**config.mk**
```make
export PLATFORM = sky130hd
export DESIGN_NAME = uart_host_ctrl
export DESIGN_NICKNAME = d
export VERILOG_FILES = /design/src/rtl/uart_host_ctrl.sv
export SDC_FILE = /design/constraint.sdc
export NUM_CORES = 1
export LEC_CHECK = 0
export BUFFER_PORTS_ARGS = -buffer_cell sky130_fd_sc_hd__buf_2
export CORE_AREA = 2 2 81 83
export CTS_CLUSTER_SIZE = 8
export DETAILED_ROUTE_END_ITERATION = 6
export DIE_AREA = 0 0 83 85
export PLACE_DENSITY = 0.91
export SYNTH_ARGS = -nofsm -noshare
export SYNTH_HDL_FRONTEND = slang
export SYNTH_SLANG_ARGS = --single-unit
```
**constraint.sdc**
```tcl
create_clock -name clk -period 3.9 [get_ports clk]
set_clock_uncertainty 0.15 [all_clocks]
set_input_delay 0.78 -clock clk [delete_from_list [all_inputs] [get_ports clk]]
set_output_delay 0.78 -clock clk [all_outputs]
set_load 0.1 [all_outputs]
```
**src/rtl/uart_host_ctrl.sv**
```systemverilog
// Host-side register front end for the uart core: TX FIFO, RX holding register, baud divider.
// Define UART_HOST_IRQ_EN to add the registered irq output and the CTRL interrupt-enable bits.
module uart_host_ctrl #(
    parameter int          TX_DEPTH   = 4,
    parameter logic [11:0] BAUD_RESET = 12'd103
) (
    input  logic        clk,
    input  logic        rst,
    input  logic [1:0]  addr,
    input  logic        wr_en,
    input  logic        rd_en,
    input  logic [15:0] wdata,
    output logic [15:0] rdata,
    output logic        start_tx,
    output logic [7:0]  tx_value,
    input  logic        tx_done,
    input  logic        rx_available,
    input  logic [7:0]  rx_value,
    output logic        rx_clear,
`ifdef UART_HOST_IRQ_EN
    output logic        irq,
`endif
    output logic [11:0] uart_baud_counter
);
    localparam int AW = $clog2(TX_DEPTH);
    localparam int CW = AW + 1;

    typedef enum logic [1:0] {TX_IDLE, TX_SEND, TX_RELEASE} tx_state_e;
    typedef enum logic {RX_IDLE, RX_ACK} rx_state_e;

    tx_state_e      tx_state_q, tx_state_d;
    rx_state_e      rx_state_q, rx_state_d;
    logic           ack_min_q;
    logic [7:0]     tx_value_q, tx_value_d;
    logic [7:0]     fifo_q [TX_DEPTH];
    logic [AW-1:0]  wr_ptr_q, rd_ptr_q;
    logic [CW-1:0]  cnt_q;
    logic [7:0]     rx_hold_q;
    logic           rx_valid_q, rx_ovr_q, tx_ovf_q, tx_en_q;
    logic [11:0]    baud_q;
    logic [15:0]    ctrl_rd;
    logic           tx_full, tx_empty, tx_busy, tx_pop, push_ok;
    logic           wr_data, rd_data, wr_baud, wr_ctrl;
    logic           rx_capture, rx_free;
    logic           unused_wdata;

    assign wr_data    = wr_en && (addr == 2'd0);
    assign rd_data    = rd_en && (addr == 2'd0);
    assign wr_baud    = wr_en && (addr == 2'd2);
    assign wr_ctrl    = wr_en && (addr == 2'd3);
    assign tx_full    = (cnt_q == CW'(TX_DEPTH));
    assign tx_empty   = (cnt_q == '0);
    assign tx_pop     = (tx_state_q == TX_SEND) && tx_done;
    // A pop on the same edge frees the slot, so a push into a full FIFO is still accepted.
    assign push_ok    = wr_data && (!tx_full || tx_pop);
    assign rx_capture = (rx_state_q == RX_IDLE) && rx_available;
    assign rx_free    = !rx_valid_q || rd_data;
    assign unused_wdata = ^wdata[15:12];

    assign tx_value          = tx_value_q;
    assign uart_baud_counter = baud_q;

    always_ff @(posedge clk or posedge rst) begin
        if (rst) begin
            for (int i = 0; i < TX_DEPTH; i++) fifo_q[i] <= '0;
            wr_ptr_q <= '0;
            rd_ptr_q <= '0;
            cnt_q    <= '0;
        end else begin
            if (push_ok) begin
                fifo_q[wr_ptr_q] <= wdata[7:0];
                wr_ptr_q         <= wr_ptr_q + AW'(1);
            end
            if (tx_pop) rd_ptr_q <= rd_ptr_q + AW'(1);
            if (push_ok && !tx_pop)      cnt_q <= cnt_q + CW'(1);
            else if (!push_ok && tx_pop) cnt_q <= cnt_q - CW'(1);
        end
    end

    always_ff @(posedge clk or posedge rst) begin
        if (rst) begin
            tx_state_q <= TX_IDLE;
            tx_value_q <= '0;
        end else begin
            tx_state_q <= tx_state_d;
            tx_value_q <= tx_value_d;
        end
    end

    always_comb begin
        tx_state_d = tx_state_q;
        tx_value_d = tx_value_q;
        case (tx_state_q)
            TX_IDLE: begin
                if (tx_en_q && !tx_empty) begin
                    tx_value_d = fifo_q[rd_ptr_q];
                    tx_state_d = TX_SEND;
                end
            end
            TX_SEND:    if (tx_done)  tx_state_d = TX_RELEASE;
            TX_RELEASE: if (!tx_done) tx_state_d = TX_IDLE;
            default:    tx_state_d = TX_IDLE;
        endcase
    end

    always_comb begin
        start_tx = (tx_state_q == TX_SEND);
        tx_busy  = (tx_state_q != TX_IDLE);
    end

    // ack_min_q keeps rx_clear up for a second cycle even if the core drops rx_available at once.
    always_ff @(posedge clk or posedge rst) begin
        if (rst) begin
            rx_state_q <= RX_IDLE;
            ack_min_q  <= 1'b0;
        end else begin
            rx_state_q <= rx_state_d;
            ack_min_q  <= (rx_state_q == RX_ACK);
        end
    end

    always_comb begin
        rx_state_d = rx_state_q;
        case (rx_state_q)
            RX_IDLE: if (rx_available)               rx_state_d = RX_ACK;
            RX_ACK:  if (ack_min_q && !rx_available) rx_state_d = RX_IDLE;
            default: rx_state_d = RX_IDLE;
        endcase
    end

    always_comb begin
        rx_clear = (rx_state_q == RX_ACK);
    end

    always_ff @(posedge clk or posedge rst) begin
        if (rst) begin
            rx_hold_q  <= '0;
            rx_valid_q <= 1'b0;
        end else if (rx_capture && rx_free) begin
            rx_hold_q  <= rx_value;
            rx_valid_q <= 1'b1;
        end else if (rd_data) begin
            rx_valid_q <= 1'b0;
        end
    end

    // Setting a sticky flag wins over a clear request on the same edge so no event is lost.
    always_ff @(posedge clk or posedge rst) begin
        if (rst) begin
            tx_ovf_q <= 1'b0;
            rx_ovr_q <= 1'b0;
        end else begin
            if (wr_data && tx_full && !tx_pop) tx_ovf_q <= 1'b1;
            else if (wr_ctrl && wdata[2])      tx_ovf_q <= 1'b0;
            if (rx_capture && !rx_free)        rx_ovr_q <= 1'b1;
            else if (wr_ctrl && wdata[1])      rx_ovr_q <= 1'b0;
        end
    end

    always_ff @(posedge clk or posedge rst) begin
        if (rst) begin
            baud_q  <= BAUD_RESET;
            tx_en_q <= 1'b1;
        end else begin
            if (wr_baud) baud_q  <= wdata[11:0];
            if (wr_ctrl) tx_en_q <= wdata[0];
        end
    end

`ifdef UART_HOST_IRQ_EN
    logic rx_ie_q, tx_ie_q, irq_q;

    always_ff @(posedge clk or posedge rst) begin
        if (rst) begin
            rx_ie_q <= 1'b0;
            tx_ie_q <= 1'b0;
            irq_q   <= 1'b0;
        end else begin
            if (wr_ctrl) begin
                rx_ie_q <= wdata[3];
                tx_ie_q <= wdata[4];
            end
            irq_q <= (rx_valid_q & rx_ie_q) | (tx_empty & ~tx_busy & tx_ie_q) | rx_ovr_q;
        end
    end

    assign irq     = irq_q;
    assign ctrl_rd = {11'd0, tx_ie_q, rx_ie_q, 2'd0, tx_en_q};
`else
    assign ctrl_rd = {15'd0, tx_en_q};
`endif

    always_comb begin
        rdata = '0;
        if (rd_en) begin
            case (addr)
                2'd0:    rdata = {8'd0, rx_hold_q};
                2'd1:    rdata = {4'd0, 4'(cnt_q), 2'd0, tx_ovf_q, rx_ovr_q,
                                  rx_valid_q, tx_busy, tx_empty, tx_full};
                2'd2:    rdata = {4'd0, baud_q};
                default: rdata = ctrl_rd;
            endcase
        end
    end
endmodule

```
==> flow_metrics.tcl <==
set metrics [dict create \
    worstHoldPathType "reg -> reg" \
    vias_per_cell 5.54 \
    relSlewSlack 0.392 \
    outcome "completed" \
    ir_drop_uv 526 \
    cp-start-kind "input pin" \
    whs_ns 0.283 \
    synth-edff-count 0 \
    worstSetupPathType "in -> out" \
    r2r-start "cnt_q[0]" \
    row_count 29 \
    powerDensity_mw_per_mm2 819 \
    grt_pass1_wl_um 11400 \
    io_buffers 61 \
    r2r-end "cnt_q[1]" \
    final_area_mm2 0.00410 \
    hold_viol 0 \
    cts_resized 0 \
    min_to "ack_min_q" \
    post_cts_buffers 0 \
    clk_latency_ns 0.34 \
    async_reset_ff_frac 1.00 \
    start_util 0.573 \
    clk_path_buf_depth 2 \
    seq_area_frac_synth 0.530 \
    rsz0062_at_grt "no" \
    yosysTopAreaCell "dfrtp_1" \
    cts_sinks 75 \
    die_x_um 83 \
    rrSetupSlack_ns 1.23 \
    synth_most_common_cell "dfrtp_1" \
    period_share 0.839 \
    ys.flop_type "dfrtp_1" \
    drcViolationCount 0 \
    vias 2200 \
    numCtsBuffers 9 \
    grt_overflow 0 \
    area_growth_pct 15.3 \
    synth_cell_types 41 \
    drtIter0Drc 103 \
    drv_cap 0 \
    coreArea_mm2 0.00620 \
    postSynthAreaPerCell_um2 14.1 \
    die_y_um 85 \
    root_buffer "clkbuf_8" \
    hold_buffers 0 \
    wl_um 6650 \
    crit_path_end_kind "output pin" \
    final_antenna_net_count 0 \
    antenna_found_initial 0 \
    antenna_cells 0 \
    cts.reportedPaths.clkPinSlew_ns 0.07 \
    worstHoldPathCells 0 \
    slew_viol_final 0 \
    grt_max_degree 28 \
    worst_ep_required_time_ns 2.97 \
    placed_area_mm2 0.00390 \
    tightest_slew_ns 0.910 \
    fin_setup_tns_ns 0 \
    cts_htree_levels 3 \
    final_nets 353 \
    cp.arrival_ns 2.34 \
    synth_top_area_frac 0.485 \
    wire_per_inst_um 16.8 \
    cp_max_fo 16 \
    synth_common_cells "69 x dfrtp_1, 61 x mux2_2, 10 x inv_1, 10 x nand2_1, 8 x mux4_2" \
    grt_util_all_layers 0.207 \
    die-area_mm2 0.00706 \
    post-dp-hpwl_um 4750 \
    reg2reg_depth 7 \
    grt_pass1_vias 2355 \
    setup_viol 0 \
    drive_gt1_frac 0.509 \
    leakagePower_uw 0.00193 \
    synth-seq-cells 75 \
    crit_start "addr[1]" \
    io_pins 70 \
    dr.pass1.iters 4 \
    worstHoldStart "rx_clear" \
    period_minus_slack_ns 3.27 \
    yosysWarnings 0 \
    gp_congestion 0.789 \
    syn-instance-count 252 \
    syn_area_mm2 0.00356 \
    fmax_mhz 306 \
    yosys-top-cells-area "dfrtp_1 49%, mux2_2 19%, mux4_2 5.1%" \
    cts_tree "built" \
]
==> final cells by class <==
cell class,count,area (um2)
fillers,462,2100
flip-flops and latches,75,1880
multi-input cells,156,1560
repair buffers,63,320
clock buffers,14,163
well taps,77,96.3
inverters,10,37.5
clock inverters,2,35.0
==> through the flow <==
stage | setup WS, ns | total power, uW | utilization | cells
finish | 0.629 | 3360 | 0.661 | 397
global route | 0.450 | 3540 | 0.661 | 397
CTS | 0.627 | 3390 | 0.661 | 397
detailed placement | 0.634 | 2790 | 0.629 | 381
global placement | 0.649 | 2730 | 0.629 | 381
floorplan | 0.0746 | 2540 | - | 255
==> power by group <==
| part | internal (uW) | leakage (uW) | switching [uW] |
|---|---|---|---|
| Sequential | 1090 | 0.000903 | 236 |
| Clock | 331 | 0.000101 | 261 |
| Combinational | 516 | 0.000929 | 923 |
| Total | 1940 | 0.00193 | 1420 |
==> per-layer routing <==
metal | vias up | track usage | part of all wire | wire length [um]
met1 | 1102 | 0.268 | 0.45 | 2960
met3 | 7 | 0.0623 | 0.055 | 369
li1 | 1011 | - | - | -
met5 | - | 0 | 0 | 0
met4 | 0 | 0.0596 | 0.0096 | 64
met2 | 80 | 0.344 | 0.49 | 3260
==> worst max-delay path by stage <==
| stage | to | slack (ns) |
|---|---|---|
| after floorplan | rdata[5] | 0.07 |
| after global placement | rdata[8] | 0.65 |
| after detailed placement | rdata[4] | 0.63 |
| after CTS | rdata[4] | 0.63 |
| after global routing | rdata[9] | 0.45 |
| final | rdata[8] | 0.63 |
==> registers in the layout, indices dropped and copies added (netlist names), 2 cells and up <==
| register | cells |
|---|---|
| tx_value | 8 |
| fifo_q | 32 |
| tx_state_q | 2 |
| rd_ptr_q | 2 |
| uart_baud_counter | 12 |
| wr_ptr_q | 2 |
| rx_hold_q | 8 |
| cnt_q | 3 |
==> worst max-delay path, stage by stage <==
cell and delay, ns:
buf_2 0.28, nor2b_1 0.54, a22oi_1 0.18, nor2b_1 0.13, buf_2 0.43
==> kinds of logic after synthesis <==
logic type | share of synthesized area
other | 0.00105
buffers and inverters | 0.0338
flip-flops | 0.530
AO/OA/AOI/OAI | 0.0714
multiplexers | 0.267
XOR/XNOR | 0.0148
AND/OR/NAND/NOR | 0.0591
adder cells (fa/ha/maj) | 0.0232
==> layout by cell type (no fill, tap or decap), types with 5 or more instances in the layout <==
| master | count |
|---|---|
| nand2b_1 | 5 |
| buf_2 | 61 |
| ha_1 | 5 |
| mux2i_1 | 6 |
| mux4_2 | 8 |
| clkbuf_8 | 11 |
| nand2_1 | 10 |
| nor2_1 | 7 |
| dfrtp_1 | 69 |
| inv_1 | 9 |
| mux2_2 | 61 |
| nor2b_1 | 5 |
| dfstp_2 | 6 |
Note: power is estimated with default switching activity, not from simulation.
